===== src/rtl/risk_mem_ctrl.sv =====
`timescale 1ns/1ps
// Round-robin sequencer for risk_mem: streams one tile access per cycle per command,
// aligns write data/enable to the memory pipeline and tags read returns with owner/last.
module risk_mem_ctrl #(
  parameter int SZ     = 4,
  parameter int LOGCNT = 5,
  parameter int BITS   = 18,
  parameter int CNTW   = 8,
  parameter int RD_LAT = 4,
  localparam int AW    = 10 + LOGCNT,
  localparam int DW    = BITS * SZ * SZ
) (
  input  logic                  clk,
  input  logic                  resetn,
  input  logic [1:0]            cmd_valid,
  output logic [1:0]            cmd_ready,
  input  logic [1:0]            cmd_we,
  input  logic [2*AW-1:0]       cmd_addr,
  input  logic [2*(AW-1)-1:0]   cmd_stride_x,
  input  logic [2*(AW-1)-1:0]   cmd_stride_y,
  input  logic [2*AW-1:0]       cmd_step,
  input  logic [2*CNTW-1:0]     cmd_count,
  input  logic [2*DW-1:0]       wr_data,
  input  logic [1:0]            wr_valid,
  output logic [1:0]            wr_ready,
  output logic [DW-1:0]         rd_data,
  output logic                  rd_valid,
  output logic                  rd_id,
  output logic                  rd_last,
  output logic [1:0]            done,
  output logic [AW-1:0]         mem_addr,
  output logic [AW-2:0]         mem_stride_x,
  output logic [AW-2:0]         mem_stride_y,
  output logic [DW-1:0]         mem_dat_w,
  output logic                  mem_we,
  input  logic [DW-1:0]         mem_dat_r
);

  typedef enum logic [1:0] {ST_IDLE, ST_RUN, ST_DRAIN} state_e;

  state_e            state_q, state_d;
  logic              ptr_q, ptr_d;
  logic              gnt_q, gnt_d;
  logic              we_q, we_d;
  logic [AW-1:0]     addr_q, addr_d;
  logic [AW-1:0]     step_q, step_d;
  logic [AW-2:0]     sx_q, sx_d;
  logic [AW-2:0]     sy_q, sy_d;
  logic [CNTW-1:0]   cnt_q, cnt_d;
  logic [RD_LAT-1:0] rdv_q;
  logic              we1_q, we2_q;
  logic [DW-1:0]     dat_w_q;

  logic              any_vld, gsel, accept, issue, last_issue, drain_done;
  logic              sel_we;
  logic [AW-1:0]     sel_addr, sel_step;
  logic [AW-2:0]     sel_sx, sel_sy;
  logic [CNTW-1:0]   sel_cnt;
  logic [DW-1:0]     own_wr_data;

  // Favour the pointed-to requester, fall back to the other one.
  assign any_vld  = |cmd_valid;
  assign gsel     = cmd_valid[ptr_q] ? ptr_q : ~ptr_q;
  assign accept   = (state_q == ST_IDLE) && any_vld;

  assign sel_we   = gsel ? cmd_we[1] : cmd_we[0];
  assign sel_addr = gsel ? cmd_addr[2*AW-1:AW] : cmd_addr[AW-1:0];
  assign sel_step = gsel ? cmd_step[2*AW-1:AW] : cmd_step[AW-1:0];
  assign sel_sx   = gsel ? cmd_stride_x[2*(AW-1)-1:AW-1] : cmd_stride_x[AW-2:0];
  assign sel_sy   = gsel ? cmd_stride_y[2*(AW-1)-1:AW-1] : cmd_stride_y[AW-2:0];
  assign sel_cnt  = gsel ? cmd_count[2*CNTW-1:CNTW] : cmd_count[CNTW-1:0];

  assign own_wr_data = gnt_q ? wr_data[2*DW-1:DW] : wr_data[DW-1:0];

  // RUN always has at least one tile outstanding, so no count test is needed here.
  assign issue      = (state_q == ST_RUN) && (!we_q || wr_valid[gnt_q]);
  assign last_issue = issue && (cnt_q == CNTW'(1));

  // Drain ends when only the output stage of the read pipe is occupied, or the write pipe is empty.
  assign drain_done = (state_q == ST_DRAIN) &&
                      (we_q ? !(we1_q || we2_q) : (rdv_q[RD_LAT-2:0] == '0));

  always_ff @(posedge clk or negedge resetn) begin
    if (!resetn) state_q <= ST_IDLE;
    else         state_q <= state_d;
  end

  always_comb begin
    state_d = state_q;
    unique case (state_q)
      ST_IDLE:  if (any_vld) state_d = (sel_cnt == '0) ? ST_DRAIN : ST_RUN;
      ST_RUN:   if (last_issue) state_d = ST_DRAIN;
      ST_DRAIN: if (drain_done) state_d = ST_IDLE;
      default:  state_d = ST_IDLE;
    endcase
  end

  always_comb begin
    ptr_d  = ptr_q;
    gnt_d  = gnt_q;
    we_d   = we_q;
    addr_d = addr_q;
    step_d = step_q;
    sx_d   = sx_q;
    sy_d   = sy_q;
    cnt_d  = cnt_q;
    if (accept) begin
      ptr_d  = ~gsel;
      gnt_d  = gsel;
      we_d   = sel_we;
      step_d = sel_step;
      cnt_d  = sel_cnt;
      // A zero-count command touches nothing, so the memory-facing address keeps its value.
      if (sel_cnt != '0) begin
        addr_d = sel_addr;
        sx_d   = sel_sx;
        sy_d   = sel_sy;
      end
    end else if (issue) begin
      cnt_d = cnt_q - CNTW'(1);
      if (!last_issue) addr_d = addr_q + step_q;
    end
  end

  always_ff @(posedge clk or negedge resetn) begin
    if (!resetn) begin
      ptr_q   <= 1'b0;
      gnt_q   <= 1'b0;
      we_q    <= 1'b0;
      addr_q  <= '0;
      step_q  <= '0;
      sx_q    <= '0;
      sy_q    <= '0;
      cnt_q   <= '0;
      rdv_q   <= '0;
      we1_q   <= 1'b0;
      we2_q   <= 1'b0;
      dat_w_q <= '0;
    end else begin
      ptr_q   <= ptr_d;
      gnt_q   <= gnt_d;
      we_q    <= we_d;
      addr_q  <= addr_d;
      step_q  <= step_d;
      sx_q    <= sx_d;
      sy_q    <= sy_d;
      cnt_q   <= cnt_d;
      rdv_q   <= {rdv_q[RD_LAT-2:0], issue && !we_q};
      we1_q   <= issue && we_q;
      we2_q   <= we1_q;
      if (issue && we_q) dat_w_q <= own_wr_data;
    end
  end

  always_comb begin
    cmd_ready = '0;
    wr_ready  = '0;
    done      = '0;
    // Gated by reset so a requester holding valid through reset sees no grant.
    if (accept && resetn)                  cmd_ready[gsel]  = 1'b1;
    if ((state_q == ST_RUN) && we_q)       wr_ready[gnt_q]  = 1'b1;
    if (drain_done)                        done[gnt_q]      = 1'b1;
    rd_valid     = rdv_q[RD_LAT-1];
    rd_id        = rd_valid && gnt_q;
    rd_last      = rd_valid && drain_done;
    rd_data      = rd_valid ? mem_dat_r : '0;
    mem_addr     = addr_q;
    mem_stride_x = sx_q;
    mem_stride_y = sy_q;
    mem_dat_w    = dat_w_q;
    mem_we       = we2_q;
  end

endmodule


===== config.mk =====
export PLATFORM = sky130hd
export DESIGN_NAME = risk_mem_ctrl
export DESIGN_NICKNAME = d
export VERILOG_FILES = /design/src/rtl/risk_mem_ctrl.sv
export SDC_FILE = /design/constraint.sdc
export NUM_CORES = 1
export LEC_CHECK = 0
export CAP_MARGIN = 20
export CELL_PAD_IN_SITES_DETAIL_PLACEMENT = 0
export CELL_PAD_IN_SITES_GLOBAL_PLACEMENT = 1
export CORE_AREA = 2 2 627 629
export DETAILED_ROUTE_END_ITERATION = 12
export DIE_AREA = 0 0 629 631
export PLACE_DENSITY = 0.39
export SLEW_MARGIN = 10
export SYNTH_ARGS = -nofsm -noshare
export SYNTH_HDL_FRONTEND = slang
export SYNTH_SLANG_ARGS = --single-unit

===== constraint.sdc =====
create_clock -name clk -period 2.67 [get_ports clk]
set_input_delay 0.267 -clock clk [delete_from_list [all_inputs] [get_ports clk]]
set_output_delay 0.267 -clock clk [all_outputs]
set_load 0.1 [all_outputs]

* Word level (Yosys, flattened, before mapping)
Cells that the tools add are included.
** Storage, ports and cells
- Flip-flop bits (word level) :: 365
- Latch bits :: 0
- Bits in writable memories :: 0
- Bits in read-only memories :: 0
- Input port bits :: 1004
- Output and inout bits :: 629
- Memories kept :: 0
** Cells by class
- Add/subtract/negate cells :: 2
- $mul :: 0
- Div/mod/pow operators :: 0
- Order comparisons :: 5
- Eq/ne operators :: 8
- Shift-type cells :: 0
- Muxes and demuxes :: 32
- Bitwise operators :: 2
- Reduce and logical (&&, ||, !) cells :: 25
** Operators with widths (count)
- 288-bit two-way mux :: 2
- 15-bit two-way mux :: 6
- 14-bit two-way mux :: 2
- 8-bit two-way mux :: 3
- 15-bit adder :: 1
- 2-bit two-way mux :: 7
- 1-bit logical AND :: 12
- 1-bit two-way mux :: 9
- 8-bit by 1-bit equality test with 1-bit output (second input constant) :: 1
- 8-bit logical NOT :: 1
- 2-bit != test (second input constant) :: 4
- 8-bit nonzero test :: 1
- 8-bit by 1-bit subtractor with 8-bit output (second input constant) :: 1
- 1-bit by 2-bit < comparator with 1-bit output (second input constant) :: 3
- 2-bit case mux with 3 select lines :: 1
- 3-bit AND reduction :: 2
- 3-bit logical NOT :: 1
- 1-bit demux with 1-bit select :: 2
- 2-bit by 1-bit equality test with 1-bit output (second input constant) :: 1
- 2-bit equality test (second input constant) :: 1
- 1-bit greater-or-equal comparator (second input constant) :: 2
- 1-bit logical NOT :: 2
- 2-bit logical NOT :: 1
- 1-bit logical OR :: 2
- 5 further kinds :: 6

* Logic depth before layout (Yosys ltp)
Gate-level depths: netlist of the first run.
- Depth in word-level cells :: 8
- Depth in mapped cells :: 10
- Mapped depth without buffers :: 10

* Worst setup path after synthesis of the first run
OpenSTA, ideal clock, no wires.
- Path type :: register -> register
- From :: reg addr_q[0] (netlist: mem_addr[0])
- To :: reg addr_q[14] (netlist: mem_addr[14])
- Library setup time :: 82 ps
- Data arrival time :: 3116 ps
- Required time :: 2588 ps
- Setup slack :: -527 ps
- Cell stages (with the launch flop) :: 11
- Cell sequence :: dfrtp_1 -> ha_1 -> inv_1 -> fa_1 -> nand2b_1 -> a21oi_2 -> o2111a_2 -> a2111oi_4 -> or3_2 -> and3_1 -> nor3_2
** Between the ends
- Longest elaborated chain between the ends :: 4
** RTL lines
- start, declared :: line 45 : logic [AW-1:0] addr_q, addr_d;
- start signal, assigned :: line 143 : addr_q <= addr_d;
- 15-bit adder :: line 121 : if (!last_issue) addr_d = addr_q + step_q;
- 15-bit two-way mux :: line 121
- 15-bit two-way mux :: line 119 : end else if (issue) begin
- 15-bit two-way mux :: line 107 : if (accept) begin
Every way passes these cells. The select of a mux whose other input is x is not followed.
A chain may end at the register's enable or synchronous reset.

* Final worst setup path of the first run
- From :: reg rdv_q[3]
- To :: out rd_data[232]
** Between the ends
- Longest elaborated chain between the ends :: 1
** RTL lines
- start, declared :: line 50 : logic [RD_LAT-1:0] rdv_q;
- start signal, assigned :: line 148 : rdv_q <= {rdv_q[RD_LAT-2:0], issue && !we_q};
- 288-bit two-way mux :: line 166 : rd_data = rd_valid ? mem_dat_r : '0;
- end, declared :: line 26 : output logic [DW-1:0] rd_data,
Every way passes these cells.

==> impl_metrics.ini, run 1 <==
[synthesis]
synthesis.yosys.warnings = 0
synth_nets = 3086
synth_seq_cells = 365
async_flop_share_pct = 100
synth_top_area_cell = dfrtp_1
synth.distinct_cells = 52
synth.area.top_cells = dfrtp_1 (47%), mux2i_1 (18%), and2_1 (9.4%)
synth_edf_count = 0
synth_most_common_cell = dfrtp_1
netlist_instances = 2065
syn_area_per_cell_sq_um = 9.46
netlist.area_leader.share_pct = 46.8
seq_area_frac_synth_pct = 46.8
yosys-top-cells-count = dfrtp_1 (365), mux2i_1 (355), nand2_1 (331)
synth_ff_type = dfrtp_1
syn_area_sq_um = 19500

[critical_path]
startpoint_type = flop
required_ns = 2.40
endpoint_kind = output port
critPathMaxFanout = 31
r2r_slack_ns = 0.14
critical_path_class = flop to output port
crit_arrival_ns = 2.28

[route]
totalWireLength_microns = 293000
wl_met2_microns = 134000
wl_met1_microns = 111000
wl_per_cell_microns = 32.4
top_layer = met5
vias = 23902
dr.pass1.iters = 5
vias_per_cell = 2.64
first_iter_violations = 1295
route.detailed.drc = 0
met3_length_microns = 39300
ant_nets = 0

[sta]
period_needed_ns = 2.54
tns_ns = 0
timing.fmax_mhz = 393
layout_setup_ws_ns = 0.128
rsz0062_at_grt = no
final-hold-violation-count = 0
max_slew.worst_pin.slew_ns = 0.965
slew_headroom_pct = 33.8
hold_ws_ns = 0.131
drv_slew = 0
finalCritPeriodShare_pct = 95.2
fin_skew_ns = 0.0788
setup_viol = 0

[place]
placed_cells = 8878
dp_slack_ns = -0.0643
io_buffer_count = 1632
gp_congestion = 0.975
place_hpwl_microns = 269000

[die]
die_area_sq_um = 397000
rows = 230
dieWidth_microns = 629
start_util_pct = 5.00
ios = 1633
coreArea_sq_um = 391000
fp.dieH_microns = 631

[grt]
antenna_found_initial = 290
grt_max_degree = 112
first_global_vias = 24477
grt_usage_pct = 14.3
grt_pass1_wl_microns = 351000
grt-ovfl-total = 0

[power]
vdd_ir_drop_max_mv = 0.604
power_density_nw_per_um2 = 1430
p_leak_nw = 18.9

[flow_run]
maxCapViolCount = 0

[layout]
stdcell_count = 9055
layout.nets = 4752
postLayoutCoreUtil_pct = 12.0
drive_gt1_share_pct = 26.0
syn2layout_area_growth_pct = 141

[cts]
cts_buffers = 57
insertion_delay_ns = 0.81
clkTransAtPathRegs_ns = 0.06
clk_path_buf_depth = 3
clock-sinks = 365
clockRootBuffer = clkbuf_16
cts_tree = done
htree_levels = 2

[hold_path]
hold_path_class = input pin to flop

[run_status]
status = complete, no violations
[logic make-up (layout without fill, tap and decap cells)]
family / Yosys count / in the layout / synth area share [%]
and+or+nand+nor: 731 / 731 / 18.4
DFF: 365 / 365 / 46.8
muxes: 358 / 358 / 18.4
buffers and inverters: 166 / 1880 / 3.47
adders and majority gates: 17 / 17 / 1.13
other: 0 / 56 / 0
xor gates and xnor gates: 10 / 10 / 0.448
AOI/OAI and AO/OA: 418 / 418 / 11.5
[per-layer routing]
| layer | vias up | track usage (%) |
|---|---|---|
| met1 | 11370 | 15.9 |
| met2 | 1456 | 23.3 |
| li1 | 10445 | - |
| met4 | 78 | 3.21 |
| met5 | - | 0 |
| met3 | 553 | 8.38 |
[final timing paths]
path                                        to  cells past startpoint   startpoint
worst max register to register    mem_addr[14]                     10  mem_addr[0]
worst min-delay path             mem_dat_w[30]                      3  wr_data[30]
worst min register to register          mem_we                      0        we1_q
min in group asynchronous       mem_dat_w[106]                      3       resetn
worst max-delay path              rd_data[232]                      4     rdv_q[3]
max in group asynchronous             rdv_q[3]                      3       resetn
[per-stage QoR]
step,power [mW],instance area (sq um)
2_1_floorplan,41.1,19700
3_3_place_gp,59.8,44800
3_5_place_dp,59.9,44800
4_1_cts,68.8,46900
5_1_grt,70.5,47000
6_report,67.4,47100
[critical path: stages (launching register included)]
cell	delay, ns
dfrtp_4	0.47
buf_16	0.21
buf_12	0.21
and2_2	0.35
buf_12	0.22
[area by class of cell]
class	count	area [sq um]
Antenna cell	56	140
Clock buffer	77	1610
Clock inverter	30	348
Fill cell	44978	344000
Inverter	8	30.0
Multi-Input combinational cell	1534	9950
Sequential cell	365	9150
Tap cell	5220	6530
Timing Repair Buffer	1765	19300
[cells in the final DEF, fill, tap and decap left out, drive strengths merged, types with 56 or more instances in the layout]
cell | synthesis | routed
clkdlybuf4s50 | 0 | 1002
buf | 47 | 748
dfrtp | 365 | 365
mux2i | 355 | 355
nand2 | 331 | 331
o21ai | 328 | 328
and2 | 292 | 292
clkbuf | 111 | 79
nor2 | 64 | 64
diode | 0 | 56
[what timing repair did]
item / 4_1_cts / 5_1_grt
gates resized for setup: 20 / 2
buffers inserted: 1 / 0
hold buffers: 13 / 0
pin swaps: 2 / 0
hold endpoints to repair: 226 / 0
setup endpoints to repair: 83 / 2
[sequential cells by signal, indices dropped and copies added (netlist names), 2 cells and up]
name / cells
cnt_q: 8
rdv_q: 4
mem_stride_y: 14
state_q: 2
mem_dat_w: 288
step_q: 15
mem_addr: 15
mem_stride_x: 14
[report_power, final]
group	switching, mW	total [mW]	internal [mW]
logic	36.9	49.2	12.3
registers	1.74	9.87	8.13
clock network	3.56	8.30	4.74
(Power assumes the default switching activity.)
==> run 2, diff against run 1 <==
--- a/config.mk
+++ b/config.mk
@@ -12,7 +12,6 @@
 export DETAILED_ROUTE_END_ITERATION = 12
 export DIE_AREA = 0 0 629 631
 export PLACE_DENSITY = 0.39
-export SLEW_MARGIN = 10
 export SYNTH_ARGS = -nofsm -noshare
 export SYNTH_HDL_FRONTEND = slang
 export SYNTH_SLANG_ARGS = --single-unit
==> constraint.sdc (replaced) <==
create_clock -name clk -period 2.6 [get_ports clk]
set_input_delay 0.26 -clock clk [delete_from_list [all_inputs] [get_ports clk]]
set_output_delay 0.26 -clock clk [all_outputs]
set_load 0.1 [all_outputs]
==> impl_metrics.ini, run 2 (same netlist as run 1, synthesis figures left out) <==
[run_status]
status = complete, no violations

[place]
io_buffer_count = 1632
gp_congestion = 0.966
place_hpwl_microns = 268000

[critical_path]
reg2reg_to = mem_addr[14]
endpoint_kind = output port
critical_path_class = flop to output port
reg2reg_depth = 10
r2r_slack_ns = 0.16
required_ns = 2.34
cpMostUsedCell = nor2b_4
critPathBufInv = 2
worst_path_max_delay_cell = dfrtp_1
critPathMaxFanout = 2
r2r-start = step_q[0]
startpoint_type = flop
crit_arrival_ns = 2.26
max_stage_delay_ns = 0.40
path_cells = o41ai_4, nor2b_4, buf_6, nor2b_4, buf_12
cp_top_family = simple AND/OR/NAND/NOR gates

[sta]
period_needed_ns = 2.52
finalCritPeriodShare_pct = 96.7
tns_ns = 0
rsz0062_at_grt = yes
slew_headroom_pct = 32.7
drv_slew = 0
final-hold-violation-count = 0
fin_skew_ns = 0.0474
timing.fmax_mhz = 398
hold_ws_ns = 0.139
setup_viol = 0
max_slew.worst_pin.slew_ns = 0.981

[cts]
clk_path_buf_depth = 3
clkTransAtPathRegs_ns = 0.06
clockRootBuffer = clkbuf_16
insertion_delay_ns = 0.77
clock-sinks = 365
cts_tree = done
htree_levels = 2
cts_buffers = 57

[hold_path]
min_to = mem_dat_w[65]
min-delay-start = wr_data[353]
hold_path_class = input pin to flop
whs_path_depth = 3

[power]
p_leak_nw = 18.8
vdd_ir_drop_max_mv = 0.918
power_density_nw_per_um2 = 1450

[die]
fp.dieH_microns = 631
rows = 230
ios = 1633
dieWidth_microns = 629
die_area_sq_um = 397000
coreArea_sq_um = 391000
start_util_pct = 5.00

[route]
vias = 23677
ant_nets = 0
first_iter_violations = 1101
route.detailed.drc = 0
vias_per_cell = 2.63
dr.pass1.iters = 5
totalWireLength_microns = 292000
wl_per_cell_microns = 32.4

[layout]
largest_register_ffs = 288
layout.nets = 4727
final_cell_mix = clkdlybuf4s50_1 (1,002), buf_4 (398), dfrtp_1 (360)
syn2layout_area_growth_pct = 141
drive_gt1_share_pct = 26.0
final_common_cell = clkdlybuf4s50_1

[grt]
grt_pass1_wl_microns = 350000
grt_max_degree = 95
grt-ovfl-total = 0
antenna_found_initial = 299
first_global_vias = 24278
grt_usage_pct = 14.3

[flow_run]
maxCapViolCount = 0
==> run 2: changes by cell type in the layout (fill, tap and decap cells not counted), moves of 5 or more <==
cell,delta
and2_1,-16
buf_2,+6
buf_4,-51
buf_12,+27
dlygate4sd3_1,-10
and2_4,+12
diode_2,-5
==> run 2: power breakdown <==
part	total [mW]	internal [mW]	switching (mW)
logic	50.5	12.8	37.7
clock network	7.94	4.45	3.49
registers	10.0	8.35	1.68
==> run 2: layout make-up <==
cell class	count	area [sq um]
Fill cell	44873	344000
Timing Repair Buffer	1740	19500
Multi-Input combinational cell	1534	9990
Sequential cell	365	9150
Tap cell	5220	6530
Clock buffer	80	1630
Clock inverter	19	186
Antenna cell	51	128
Inverter	8	30.0
==> run 2: stage by stage <==
step / setup slack (ns) / instance area, sq um / util [%] / total power [mW] / cells
after floorplan: -0.210 / 19700 / - / 42.2 / 2065
after global placement: -0.216 / 44900 / 11.5 / 60.9 / 8859
after detailed placement: -0.159 / 44900 / 11.5 / 61.0 / 8859
after CTS: -0.0316 / 47000 / 12.0 / 69.8 / 8966
after global routing: -0.0238 / 47100 / 12.0 / 71.5 / 8987
final: 0.0846 / 47200 / 12.1 / 68.4 / 9017
==> run 2: worst max-delay path by stage <==
stage                       from           end  slack (ns)  cells past startpoint
floorplan            mem_addr[1]  mem_addr[14]       -0.21                      9
global placement     mem_addr[0]  mem_addr[14]       -0.22                     10
detailed placement  cmd_valid[0]  mem_addr[11]       -0.16                      8
CTS                     rdv_q[2]       done[0]       -0.03                      5
global route            rdv_q[2]       done[0]       -0.02                      5
finish                  rdv_q[2]       done[0]        0.08                      5
==> run 2: worst reg2reg max path: cells and delay by family, from the launching register on <==
| family | cells | cell delay (ns) |
|---|---|---|
| adders and majority gates | 2 | 0.48 |
| buffers and inverters | 1 | 0.05 |
| AOI/OAI and AO/OA | 3 | 0.53 |
| DFF | 1 | 0.38 |
| and+or+nand+nor | 4 | 0.89 |
==> run 2: timing repair <==
action | 4_1_cts | 5_1_grt
resized for setup | 44 | 6
gates cloned | 1 | 0
pin swaps | 3 | 3
hold endpoints to repair | 287 | 0
hold buffers | 3 | 0
buffers inserted | 5 | 0
endpoints found under the setup margin | 154 | 19
==> run 2: layer usage <==
metal / global-route usage (%) / vias to the layer above / wire length (microns)
met5: 0 / - / 427
li1: - / 10391 / -
met1: 16.1 / 11195 / 113000
met2: 23.9 / 1427 / 136000
met4: 2.96 / 66 / 8050
met3: 7.30 / 598 / 34200
==> run 3, diff against run 2 <==
==> constraint.sdc (replaced) <==
create_clock -name clk -period 2.85 [get_ports clk]
set_input_delay 0.285 -clock clk [delete_from_list [all_inputs] [get_ports clk]]
set_output_delay 0.285 -clock clk [all_outputs]
set_load 0.1 [all_outputs]
==> impl_metrics.ini, run 3 (same netlist as run 1, synthesis figures left out) <==
[critical_path]
max_stage_delay_ns = 0.49
startpoint_type = flop
worst_path_max_delay_cell = o41ai_2
critical_path_class = flop to output port
critPathBufInv = 1
cp_top_family = compound AO/OA/AOI/OAI gates
endpoint_kind = output port
critPathMaxFanout = 8
crit_arrival_ns = 2.38
path_cells = o41ai_2, nor2b_4, and2_1, buf_12
required_ns = 2.57

[cts]
htree_levels = 2
cts_buffers = 57
clkTransAtPathRegs_ns = 0.07
clk_path_buf_depth = 3
insertion_delay_ns = 0.77
cts_tree = done
clock-sinks = 365
clockRootBuffer = clkbuf_16

[die]
coreArea_sq_um = 391000
start_util_pct = 5.00
fp.dieH_microns = 631
rows = 230
ios = 1633
dieWidth_microns = 629
die_area_sq_um = 397000

[route]
totalWireLength_microns = 290000
first_iter_violations = 1091
route.detailed.drc = 0
dr.pass1.iters = 5
vias_per_cell = 2.61
ant_nets = 0
wl_per_cell_microns = 32.2
vias = 23527

[power]
p_leak_nw = 18.6
power_density_nw_per_um2 = 1340
power_mw = 62.4
vdd_ir_drop_max_mv = 0.789

[sta]
drv_slew = 0
timing.fmax_mhz = 375
slew_headroom_pct = 38.9
final-hold-violation-count = 0
max_slew.worst_pin.slew_ns = 0.917
rsz0062_at_grt = no
setup_viol = 0
finalCritPeriodShare_pct = 93.6
fin_skew_ns = 0.0494
period_needed_ns = 2.67

[grt]
grt_max_degree = 110
grt_usage_pct = 14.1
first_global_vias = 24117
grt_pass1_wl_microns = 347000
grt-ovfl-total = 0
antenna_found_initial = 292

[layout]
largest_register_ffs = 288
multiInputGateArea_sq_um = 9770
drive_gt1_share_pct = 22.4
final_common_cell = clkdlybuf4s50_1
final_cell_mix = clkdlybuf4s50_1 (1,002), buf_4 (418), dfrtp_1 (361)
postLayoutCoreUtil_pct = 11.9
layout.nets = 4705
syn2layout_area_growth_pct = 138
seq_area_sq_um = 9140
fillers = 44833

[run_status]
status = complete, no violations

[place]
place_hpwl_microns = 265000
gp_congestion = 0.932
io_buffer_count = 1632

[hold_path]
hold_path_class = input pin to flop

[flow_run]
maxCapViolCount = 0
==> run 3: cell types whose count changed in the layout (fill, tap and decap cells not counted), moves of 3 or more <==
cell / delta
and2_1: +119
and2_2: -106
and2_4: -13
buf_12: -26
buf_2: -7
buf_4: +20
buf_6: -5
bufinv_16: +5
clkbuf_1: -3
==> run 3: metrics by stage <==
step                      setup WS (ns)  cell area [sq um]  cells  hold slack (ns)  setup TNS, ns
after floorplan                 -0.0506              19500   2065          -0.0106        -0.0506
after global placement          -0.0275              44400   8842            0.363        -0.0275
after detailed placement         0.0379              44400   8842            0.365              0
after CTS                        0.0542              46400   8947           0.0396              0
after global routing             0.0201              46500   8967            0.119              0
final                             0.184              46500   8999            0.166              0
==> run 3: layout make-up <==
class                   count  share of cell area [%]
repair buffers           1718                    40.7
multi-input cells        1534                    21.0
flip-flops and latches    365                    19.6
well taps                5220                    14.0
clock buffers              78                    3.54
clock inverters            24                   0.699
diodes                     52                   0.280
inverters                   8                  0.0645
==> run 3: what timing repair did <==
item	4_1_cts	5_1_grt
hold buffers	1	0
endpoints found under the setup margin	7	0
setup buffers	2	0
endpoints found under the hold margin	365	0
gates resized for setup	7	0
==> run 3: final timing paths <==
path / start / to / slack (ns) / cells past startpoint
worst max-delay path: we_q / rd_last / 0.18 / 4
worst min-delay path: wr_data[123] / mem_dat_w[123] / 0.17 / 3
worst max register to register: mem_addr[0] / mem_addr[14] / 0.20 / 10
worst min register to register: we1_q / mem_we / 0.39 / 0
max in group asynchronous: resetn / mem_dat_w[281] / 1.72 / 3
min in group asynchronous: resetn / mem_dat_w[4] / 0.23 / 3
==> run 3: power by group <==
part           internal [mW]  switching (mW)
clock                   4.56            3.28
sequential              7.61            1.55
combinational           11.2            34.2
total                   23.4            39.0
==> run 3: tightest hold or removal path, cell delays in order <==
cell	delay, ns
clkdlybuf4s50_1	0.41
mux2i_1	0.11
o21ai_0	0.08
==> run 3: layer usage <==
layer / part of all wire [%] / vias to the layer above / track usage [%]
li1: - / 10351 / -
met1: 39 / 11114 / 16.0
met2: 46 / 1398 / 23.3
met3: 12 / 584 / 7.56
met4: 2.8 / 80 / 3.00
met5: 0.19 / - / 0
==> RTL change 1: new RTL, flow settings as in run 3 <==
`RD_LAT`: 4 -> 2.
--- a/src/rtl/risk_mem_ctrl.sv
+++ b/src/rtl/risk_mem_ctrl.sv
@@ -7,5 +7,5 @@
   parameter int BITS   = 18,
   parameter int CNTW   = 8,
-  parameter int RD_LAT = 4,
+  parameter int RD_LAT = 2,
   localparam int AW    = 10 + LOGCNT,
   localparam int DW    = BITS * SZ * SZ
Function: changed (Yosys sat finds a counterexample within 4 cycles, from zero or initial values and one cycle with resetn low).
==> RTL change 1 against run 3 <==
Clock skew decreased by 25 ps; first-iteration DRC count is 7.0% higher; critical path type unchanged; total power down 2.3%; global-route usage fell by 1.5 points; synthesized area is 0.29% lower; sequential power rose by 0.5%; sequential cell count down 2; worst setup slack gained 92 ps; wire length down 10%; combinational power is 0.9% lower; final area is 1.7% lower.
==> RTL change 1: results (changes against run 3) <==
outcome finished, final reports clean; DRT iter0 DRCs 1167 (+7.0%); Sequential Power Share 15.1% (+0.4 points); via count 23279 (-1.1%); Util after Layout 11.7% (-0.20 points); CTS clk-pin slew, worst paths 60 ps; cts bufs inserted 54 (-5.3%); NumNets Final 4695 (-0.21%); combinational power 0.0450 W (-0.9%); xor/xnor share of the synthesized area 0.360% (-0.089 points); H-tree depth 2 (unchanged); Max-slew headroom 31.7% (-7.2 points); worst slack, placed 125 ps (+87.1 ps); layout cells sized above 1 21.6% (-0.78 points); Top delay family on crit path buffers and inverters; slowest stage cell, crit path dfrtp_4; NetSw 0.0385 W (-1.3%); LEAKAGE 18.3 nW (-1.7%); Worst Hold Class in2async; ranking of synthesized cells by area dfrtp_1 (47%), mux2i_1 (18%), and2_1 (9.3%); antenna violations before repair 249 (-15%); Arr. time, crit path 2290 ps (-90 ps); detailed placement HPWL 238000 um (-10%); Gate power share 73.8% (+1.1 points); Peak VDD IR 0.000574 V (-27%); largest net degree at the start of global routing 98 (-11%); worst r2r path cells 8 (-2); fill count 44969 (+0.30%); post-synthesis sequential area ratio 46.6% (-0.12 points); Routed Wire Length 260000 um (-10%); yosys warns 0 (unchanged); Syn Nets 3087 (+0.032%); vias in the first global route 23530 (-2.4%); Clock Skew 24.5 ps (-25.0 ps); Synth Area in Compound Gates 11.3% (-0.19 points); total track usage 12.6% (-1.5 points); Buffers on Ports 1632 (unchanged); worst-skew pair later-pin latency 690 ps (-80 ps); crit path capture rd_id; CP Max Fanout 10 (+2); worst reg2reg startpoint mem_addr[1]; final cycle utilization of the critical path 90.3% (-3.2 points); post-synthesis async set-or-reset flop share 100% (unchanged); worst reg2reg endpoint mem_addr[13]; Adder-Cell Fraction of Synth Area 1.13% (+0.0033 points); DP Area 43800 um2 (-1.3%); global placement routability congestion 1.01 (+8.0%); multiplexer share of the synthesized area 18.6% (+0.23 points); global-route wire length before repair 315000 um (-9.3%); Netlist cell types 54 (+3.8%); internal reg-to-reg setup slack 330 ps (+130 ps); worst setup path start gnt_q; top cells by count, synth dfrtp_1 (363), mux2i_1 (357), nand2_1 (330), o21ai_0 (326), and2_1 (289); worst hold slack 184 ps (+17.4 ps)
-- RTL change 1: changes by cell type in the layout (fill, tap and decap cells not counted), moves of 5 or more --
cell | run 3 | this run
clkbuf_1 | 8 | 14
nor2_1 | 63 | 77
diode_2 | 52 | 62
buf_2 | 11 | 18
o21ai_1 | 10 | 3
buf_12 | 284 | 253
o21ai_0 | 318 | 326
buf_4 | 418 | 432
bufinv_16 | 6 | 0
or3_1 | 1 | 6
xor2_1 | 6 | 1
-- RTL change 1: what timing repair did --
| action | in CTS | in global routing |
|---|---|---|
| setup buffers | 2 | 4 |
| hold buffers | 1 | 0 |
| setup endpoints to repair | 27 | 1 |
| resized for setup | 1 | 0 |
| hold endpoints to repair | 55 | 0 |
-- RTL change 1: per-layer routing --
layer | share of wire, % | vias to the layer above | global-route usage (%)
met3 | 9.9 | 481 | 5.17
li1 | - | 10332 | -
met2 | 50 | 1335 | 22.8
met1 | 37 | 11043 | 13.6
met5 | 0.23 | - | 0.423
met4 | 2.8 | 88 | 2.78
-- RTL change 1: area by class of cell --
type / instances / share of cell area, %
Tap cell: 5220 / 14.3
Timing Repair Buffer: 1708 / 40.4
Clock inverter: 14 / 0.241
Sequential cell: 363 / 19.9
Clock buffer: 82 / 3.52
Antenna cell: 62 / 0.339
Multi-Input combinational cell: 1536 / 21.3
Inverter: 11 / 0.0903
-- RTL change 1: per-stage QoR --
| stage | setup TNS [ps] | cells |
|---|---|---|
| final | 0 | 8996 |
| after global placement | -11.6 | 8831 |
| after detailed placement | 0 | 8831 |
| after global routing | 0 | 8957 |
| after CTS | 0 | 8930 |
| after floorplan | -435 | 2066 |
==> RTL change 2: new RTL, settings of run 3 <==
Made on the original files. Make the reset (`resetn`) synchronous in 2 clocked blocks.
--- a/src/rtl/risk_mem_ctrl.sv
+++ b/src/rtl/risk_mem_ctrl.sv
@@ -81,5 +81,5 @@
                       (we_q ? !(we1_q || we2_q) : (rdv_q[RD_LAT-2:0] == '0));
 
-  always_ff @(posedge clk or negedge resetn) begin
+  always_ff @(posedge clk) begin
     if (!resetn) state_q <= ST_IDLE;
     else         state_q <= state_d;
@@ -123,5 +123,5 @@
   end
 
-  always_ff @(posedge clk or negedge resetn) begin
+  always_ff @(posedge clk) begin
     if (!resetn) begin
       ptr_q   <= 1'b0;
Formal check against the unedited RTL: differs if resetn is asserted again (counterexample within 4 cycles, from zero or initial values and one cycle with resetn low); with resetn held inactive, the same outputs for 4 cycles.
==> RTL change 2 against run 3 <==
Wire length fell by 5.8%; via count rose by 3.5%; final area fell by 3.5%; hold slack improved by 24 ps; sequential share of layout area fell by 3.4 points; worst setup slack got worse by 53 ps; synthesized area fell by 4.1%; sequential cell count did not move; synthesized cell count rose by 5.6%.
Power is not compared: it rests on default switching activity, and its combinational part moved more than twofold at a synthesized area within 25%.
==> RTL change 2: results (changes against run 3) <==
outcome finished, final reports clean; worst r2r path cells 9 (-1); crit-path max cell delay 390 ps (-100 ps); fill count 45180 (+0.77%); vias in the first global route 24200 (+0.34%); # placed instances 8931 (+1.0%); largest net degree at the start of global routing 93 (-15%); worst-skew pair later-pin latency 680 ps (-90 ps); FF+latch area 7320 um2 (-20%); Netlist cell types 59 (+13%); post-synthesis sequential area ratio 39.0% (-7.7 points); post-synthesis async set-or-reset flop share 0% (-100 points); DRT iter0 DRCs 1234 (+13%); mean cell area of the mapped netlist 8.59 um2 (-9.2%); Worst Hold End step_q[6]; wire per inst 30.0 um (-6.8%); worst reg2reg startpoint mem_addr[0]; Clock Skew 18.7 ps (-30.7 ps); final cell count without fillers 9092 (+1.0%); internal reg-to-reg setup slack 280 ps (+80 ps); worst slew pin tran 1110 ps (+194 ps); Syn Nets 3202 (+3.8%); worst hold slack 191 ps (+24.3 ps); NumNets Final 4787 (+1.7%); ranking of synthesized cells by area dfxtp_1 (39%), mux2i_1 (16%), a211oi_1 (11%); detailed placement HPWL 250000 um (-5.6%); Hold Startpoint cmd_step[21]; number of synthesized flops with an enable pin 0 (unchanged); worst setup path start ptr_q; DP Area 42900 um2 (-3.3%); worst reg2reg endpoint mem_addr[12]; vias per cell 2.68 (+2.5%); CP Max Fanout 38 (+30); slowest stage cell, crit path dfxtp_1; global-route wire length before repair 327000 um (-5.7%); max reg flops 288 (unchanged); global placement routability congestion 1.01 (+8.7%); top cells by count, synth dfxtp_1 (365), nor2_1 (333), and2_1 (298), mux2i_1 (297), a211oi_1 (277); Arr. time, crit path 2430 ps (+50 ps); worst slack, placed 144 ps (+106 ps)
## RTL change 2: per-layer routing
layer | up-vias | track usage [%] | share of wire, %
li1 | 11000 | - | -
met1 | 11466 | 13.4 | 35
met2 | 1371 | 23.9 | 50
met3 | 433 | 6.10 | 11
met4 | 84 | 3.82 | 3.4
met5 | - | 0 | 0.21
## RTL change 2: power groups by stage
stage / sequential, W / clock, W / combinational, W
after floorplan: 0.00785 / 0 / 0.00212
after global placement: 0.00581 / 0 / 0.00775
after detailed placement: 0.00582 / 0 / 0.00776
after CTS: 0.00571 / 0.00746 / 0.00778
after global routing: 0.00575 / 0.00760 / 0.00802
final: 0.00571 / 0.00711 / 0.00762
## RTL change 2: layout make-up
type / instances / share of cell area (%)
clock buffers: 73 / 3.34
diodes: 66 / 0.368
repair buffers: 1729 / 40.9
flip-flops and latches: 365 / 16.3
well taps: 5220 / 14.5
inverters: 10 / 0.100
multi-input cells: 1607 / 23.7
clock inverters: 22 / 0.724
## RTL change 2: how the worst max path moves through the flow
stage	endpoint	depth (start not counted)	slack, ps
floorplan	mem_addr[14]	7	20
global placement	mem_addr[4]	9	-50
detailed placement	mem_addr[4]	9	140
CTS	rd_last	5	10
global route	cmd_ready[1]	6	10
finish	cmd_ready[1]	6	130
## RTL change 2: cells by family after synthesis
| kind of cell | count (synthesis) | synth area share, % |
|---|---|---|
| AND/OR/NAND/NOR | 847 | 21.8 |
| XOR/XNOR | 6 | 0.281 |
| buffers and inverters | 209 | 4.28 |
| adder cells (fa/ha/maj) | 17 | 1.18 |
| flip-flops | 365 | 39.0 |
| multiplexers | 298 | 15.9 |
| AO/OA/AOI/OAI | 439 | 17.6 |
## RTL change 2: what timing repair did
action                                  CTS  global route
setup buffers                             0             0
resized for setup                         6             0
endpoints found under the setup margin    3             0
